<file path="src/rtl/fifo_rr_drain_arb_pkg.sv">
// fifo_rr_drain_arb_pkg: FSM encoding and width helper shared by the drain arbiter files
package fifo_rr_drain_arb_pkg;
  typedef enum logic {ARB_IDLE = 1'b0, ARB_BURST = 1'b1} arb_state_e;
  function automatic int clog2(input int v);
    int r;
    r = 0;
    while ((1 << r) < v) r++;
    return r;
  endfunction
endpackage

</file>
<file path="src/rtl/fifo_rr_drain_arb_rr_pick.sv">
// rr_pick: combinational round-robin pick of the first requester at or above ptr, with wrap
module rr_pick import fifo_rr_drain_arb_pkg::*; #(
  parameter int NUM_PORTS = 4
) (
  input  logic [NUM_PORTS-1:0]        req_i,
  input  logic [clog2(NUM_PORTS)-1:0] ptr_i,
  output logic [NUM_PORTS-1:0]        win_o,
  output logic [clog2(NUM_PORTS)-1:0] idx_o,
  output logic                        any_o
);
  localparam int PW = clog2(NUM_PORTS);
  // walk ports ptr, ptr+1, ... modulo NUM_PORTS; the first requester seen wins
  always_comb begin
    logic [PW-1:0] pi;
    logic found;
    win_o = '0;
    idx_o = '0;
    found = 1'b0;
    pi = '0;
    for (int k = 0; k < NUM_PORTS; k++) begin
      pi = PW'((int'(ptr_i) + k) % NUM_PORTS);
      if (!found && req_i[pi]) begin
        win_o[pi] = 1'b1;
        idx_o = pi;
        found = 1'b1;
      end
    end
    any_o = |req_i;
  end
endmodule

</file>
<file path="src/rtl/fifo_rr_drain_arb.sv">
// fifo_rr_drain_arb: drains NUM_PORTS FWFT FIFOs in round-robin bursts into one registered valid/ready stream
module fifo_rr_drain_arb import fifo_rr_drain_arb_pkg::*; #(
  parameter int DATA_WIDTH = 8,
  parameter int NUM_PORTS  = 4,
  parameter int BURST_LEN  = 4
) (
  input  logic                             clk,
  input  logic                             rst_n,
  input  logic [NUM_PORTS-1:0]             fifo_empty_i,
  input  logic [NUM_PORTS*DATA_WIDTH-1:0]  fifo_data_i,
  output logic [NUM_PORTS-1:0]             fifo_rd_en_o,
  output logic [DATA_WIDTH-1:0]            out_data_o,
  output logic [clog2(NUM_PORTS)-1:0]      out_port_o,
  output logic                             out_last_o,
  output logic                             out_valid_o,
  input  logic                             out_ready_i,
  output logic [NUM_PORTS-1:0]             grant_o,
  output logic                             busy_o
);
  localparam int PW = clog2(NUM_PORTS);
  localparam int CW = clog2(BURST_LEN + 1);
  arb_state_e state_q, state_d;
  logic [NUM_PORTS-1:0] grant_q, grant_d, pick_win;
  logic [PW-1:0] gidx_q, gidx_d, ptr_q, ptr_d, pick_idx, ptr_inc, port_q, port_d;
  logic [CW-1:0] cnt_q, cnt_d;
  logic [DATA_WIDTH-1:0] data_q, data_d, head_data;
  logic last_q, last_d, valid_q, valid_d;
  logic any_req, idle, head_empty, slot_free, last_pop, pop, burst_end;

  rr_pick #(.NUM_PORTS(NUM_PORTS)) u_pick (
    .req_i(~fifo_empty_i),
    .ptr_i(ptr_q),
    .win_o(pick_win),
    .idx_o(pick_idx),
    .any_o(any_req)
  );

  // look at the granted FIFO head and decide pop / burst release; no pops while reset is held
  always_comb begin
    idle = state_q == ARB_IDLE;
    head_empty = fifo_empty_i[gidx_q];
    head_data = fifo_data_i[int'(gidx_q)*DATA_WIDTH +: DATA_WIDTH];
    slot_free = !valid_q || out_ready_i;
    last_pop = cnt_q == CW'(BURST_LEN - 1);
    pop = rst_n && !idle && !head_empty && slot_free;
    burst_end = !idle && (head_empty || (pop && last_pop));
    ptr_inc = gidx_q == PW'(NUM_PORTS - 1) ? '0 : gidx_q + PW'(1);
  end

  // IDLE grants as soon as any FIFO has data; BURST runs until the burst fills or the FIFO runs dry
  always_comb state_d = idle ? (any_req ? ARB_BURST : ARB_IDLE) : (burst_end ? ARB_IDLE : ARB_BURST);

  // grant/pointer/count bookkeeping and the output register, which holds under backpressure
  always_comb begin
    grant_d = idle ? pick_win : (burst_end ? '0 : grant_q);
    gidx_d = idle ? pick_idx : gidx_q;
    cnt_d = idle ? '0 : (pop ? cnt_q + CW'(1) : cnt_q);
    ptr_d = burst_end ? ptr_inc : ptr_q;
    valid_d = pop || (valid_q && !out_ready_i);
    data_d = pop ? head_data : data_q;
    port_d = pop ? gidx_q : port_q;
    last_d = pop ? last_pop : last_q;
  end

  // all state, cleared by the synchronous active-low reset (a held output word is dropped)
  always_ff @(posedge clk) begin
    if (!rst_n) begin
      state_q <= ARB_IDLE;
      grant_q <= '0;
      gidx_q <= '0;
      ptr_q <= '0;
      cnt_q <= '0;
      valid_q <= 1'b0;
      data_q <= '0;
      port_q <= '0;
      last_q <= 1'b0;
    end else begin
      state_q <= state_d;
      grant_q <= grant_d;
      gidx_q <= gidx_d;
      ptr_q <= ptr_d;
      cnt_q <= cnt_d;
      valid_q <= valid_d;
      data_q <= data_d;
      port_q <= port_d;
      last_q <= last_d;
    end
  end

  // pop strobe goes only to the granted FIFO; everything else mirrors registers
  always_comb begin
    fifo_rd_en_o = pop ? grant_q : '0;
    grant_o = grant_q;
    busy_o = !idle;
    out_data_o = data_q;
    out_port_o = port_q;
    out_last_o = last_q;
    out_valid_o = valid_q;
  end
endmodule

</file>
<file path="config.mk">
export PLATFORM = sky130hd
export DESIGN_NAME = fifo_rr_drain_arb
export DESIGN_NICKNAME = d
export VERILOG_FILES = /design/src/rtl/fifo_rr_drain_arb_pkg.sv /design/src/rtl/fifo_rr_drain_arb_rr_pick.sv /design/src/rtl/fifo_rr_drain_arb.sv
export SDC_FILE = /design/constraint.sdc
export NUM_CORES = 1
export LEC_CHECK = 0
export ABC_AREA = 1
export CORE_MARGIN = 8
export CORE_UTILIZATION = 50
export DETAILED_ROUTE_END_ITERATION = 8
export DONT_BUFFER_PORTS = 1
export PLACE_DENSITY_LB_ADDON = 0.05
export SLEW_MARGIN = 15
export SYNTH_ARGS = -nofsm -noshare
export SYNTH_HDL_FRONTEND = slang
export SYNTH_SLANG_ARGS = --single-unit
export TNS_END_PERCENT = 10
</file>
<file path="constraint.sdc">
create_clock -name clk -period 1.85 [get_ports clk]
set_input_delay 0.2775 -clock clk [delete_from_list [all_inputs] [get_ports clk]]
set_output_delay 0.2775 -clock clk [all_outputs]
set_load 0.02 [all_outputs]
</file>
==> results.cfg <==
[grt]
grt_antenna_before_repair = 0
grt_pass1_vias = 1523
grt_pass1_wl_mm = 7.16
grt.total_usage = 0.162
grt_overflow = 0
grt_max_degree = 19

[floorplanning]
initial_core_util = 0.514
dieWidth_um = 74.1
coreArea_um2 = 3280
dieArea_um2 = 5490
num_rows = 21
io_pins = 60
die_y_um = 74.1

[sta]
tightestPinTransition_ps = 423
fin_crit_ps = 1770
rsz0062_at_grt = yes
fmax_ghz = 0.566
max_slew_margin = 0.716
clock_skew_ps = 2.97
period_share = 0.956
setup_viol = 0
final-max-slew-violation-count = 0
hold_violations = 0

[route]
drc_errors = 0
num_vias = 1690
ant_nets = 0
wl_per_cell_um = 13.5
routed_via_density = 5.23
wirelength_mm = 4.37
drtIter0Drc = 127
drtPass1Iterations = 4

[placed_design]
gp_congestion = 0.931
dp_hpwl_mm = 3.44
io_buffers = 0
postPlaceCellArea_um2 = 1800

[logic_synthesis]
ys_seq_area_frac = 0.285
yosysTopAreaCell = dfxtp_1
synthTopCellsByArea = dfxtp_1 (28%), nand2_1 (14%), nand3_1 (9.2%)
ys_warn_count = 0
synth_top_area_frac = 0.285
synth.cell_area_um2 = 1690
yosys_register_bits = 24
synth.distinct_cells = 27
postSynthAreaPerCell_um2 = 6.32
syn_inst = 267
syn-num-nets = 317

[finish]
layout_commonest_cell = nand2_1
layout-drive-gt1-share = 0.126
syn2layout_area_growth_pct = 10.4
finalInstanceArea_um2 = 1860
final_cell_mix = nand2_1 (61), nor2_1 (40), nand3_1 (31)
final.fill_count = 343
nets = 328
diodes = 0

[setup_path]
crit_fanout = 18
worstSetupStartpointType = flip-flop
crit_type = reg2out
critPathCaptureType = output port
crit_required_ps = 1570
crit_arrival_ps = 1490

[cts]
numCtsBuffers = 3
h-tree-depth = 1
cts.clk_slew.worst_paths_ps = 130
clock_sinks = 24
worstSkewPairLatency_ps = 320
cts_tree = done
cts-root-buf = clkbuf_4
clock_path_buffers = 2

[power]
p_per_area_nw_per_um2 = 1050
irDropWorstVdd_uv = 505
power.total_mw = 1.96
p_leak_nw = 0.900

[job]
maxCapViolCount = 0

[status]
outcome = finished, final reports clean

[min_path]
hp-class = in2reg
-- sequential cells by signal, indices dropped and copies added (netlist names) --
register	flops
out_data_o	8
grant_o	4
cnt_q	3
gidx_q	2
out_port_o	2
ptr_q	2
busy_o	1
out_last_o	1
out_valid_o	1
-- power breakdown --
group / switching, mW / leakage, nW / internal [mW]
registers: 0.115 / 0.197 / 0.593
logic: 0.567 / 0.675 / 0.300
clock network: 0.163 / 0.0279 / 0.219
-- cells by family after synthesis --
group                    count (synthesis)  synth area share
AO/OA/AOI/OAI                           47             0.150
adder cells (fa/ha/maj)                 11            0.0815
AND/OR/NAND/NOR                        147             0.383
flip-flops                              24             0.285
buffers and inverters                   38             0.102
-- path summary, 6_finish.rpt --
| path | startpoint | to | slack, ps | cells after the start |
|---|---|---|---|---|
| min | rst_n | out_valid_o | 70 | 2 |
| max reg2reg | ptr_q[1] | grant_o[3] | 200 | 10 |
| min reg2reg | cnt_q[2] | cnt_q[2] | 480 | 2 |
| max | gidx_q[0] | fifo_rd_en_o[1] | 80 | 9 |
-- per-stage QoR --
step	hold WS, ps	TNS (ps)	instances	utilization	worst slack, ps
CTS	61.5	0	323	0.565	31.5
global route	50.1	-241	323	0.567	-63.3
detailed placement	404	0	319	0.547	99.9
floorplan	416	0	267	-	69.6
finish	68.2	0	323	0.567	81.9
global placement	399	0	319	0.547	174
-- worst max-delay path, stage by stage (launching register included) --
cell and delay (ps):
dfxtp_2 380, inv_2 50, nand2_1 50, nand3_1 70, nand2_2 130, nand2_4 80
nor2_8 110, inv_6 80, nor2_1 90, buf_4 140
-- synth_stat cells --
master and instances:
nand2_1 61, nor2_1 40, nand3_1 31, o21ai_0 27, dfxtp_1 24, inv_1 24, ha_1 11, o22ai_1 8
a21oi_1 7, nand4_1 5, nand2_2 4, o21ai_1 4, buf_2 3, inv_2 3, buf_4 2, buf_6 2
buf_1 1, clkbuf_1 1, clkinv_1 1, inv_4 1, nand2_4 1, nor2_2 1, nor2_8 1, nor3_1 1
nor4_1 1, o31ai_2 1, or2_0 1
-- layout make-up --
class	count	area, um2	area share
tap	46	57.6	0.0309
clock buffer	3	22.5	0.0121
clock inverter	1	30.0	0.0161
multi-input combinational	205	1040	0.559
inverter	29	115	0.0618
sequential	24	484	0.260
timing repair buffer	15	113	0.0604
-- routing by layer --
layer	global-route usage	part of all wire
met1	0.206	0.47
met2	0.255	0.43
met3	0.0418	0.088
met4	0.0599	0.012
met5	0	0
-- what timing repair did --
item                                    CTS  global route
gates resized for setup                   3             3
hold buffers                              0             0
buffers inserted                          0             0
pin swaps                                 0             1
endpoints found under the setup margin    4            10
Power figures use the tool's default switching activity.
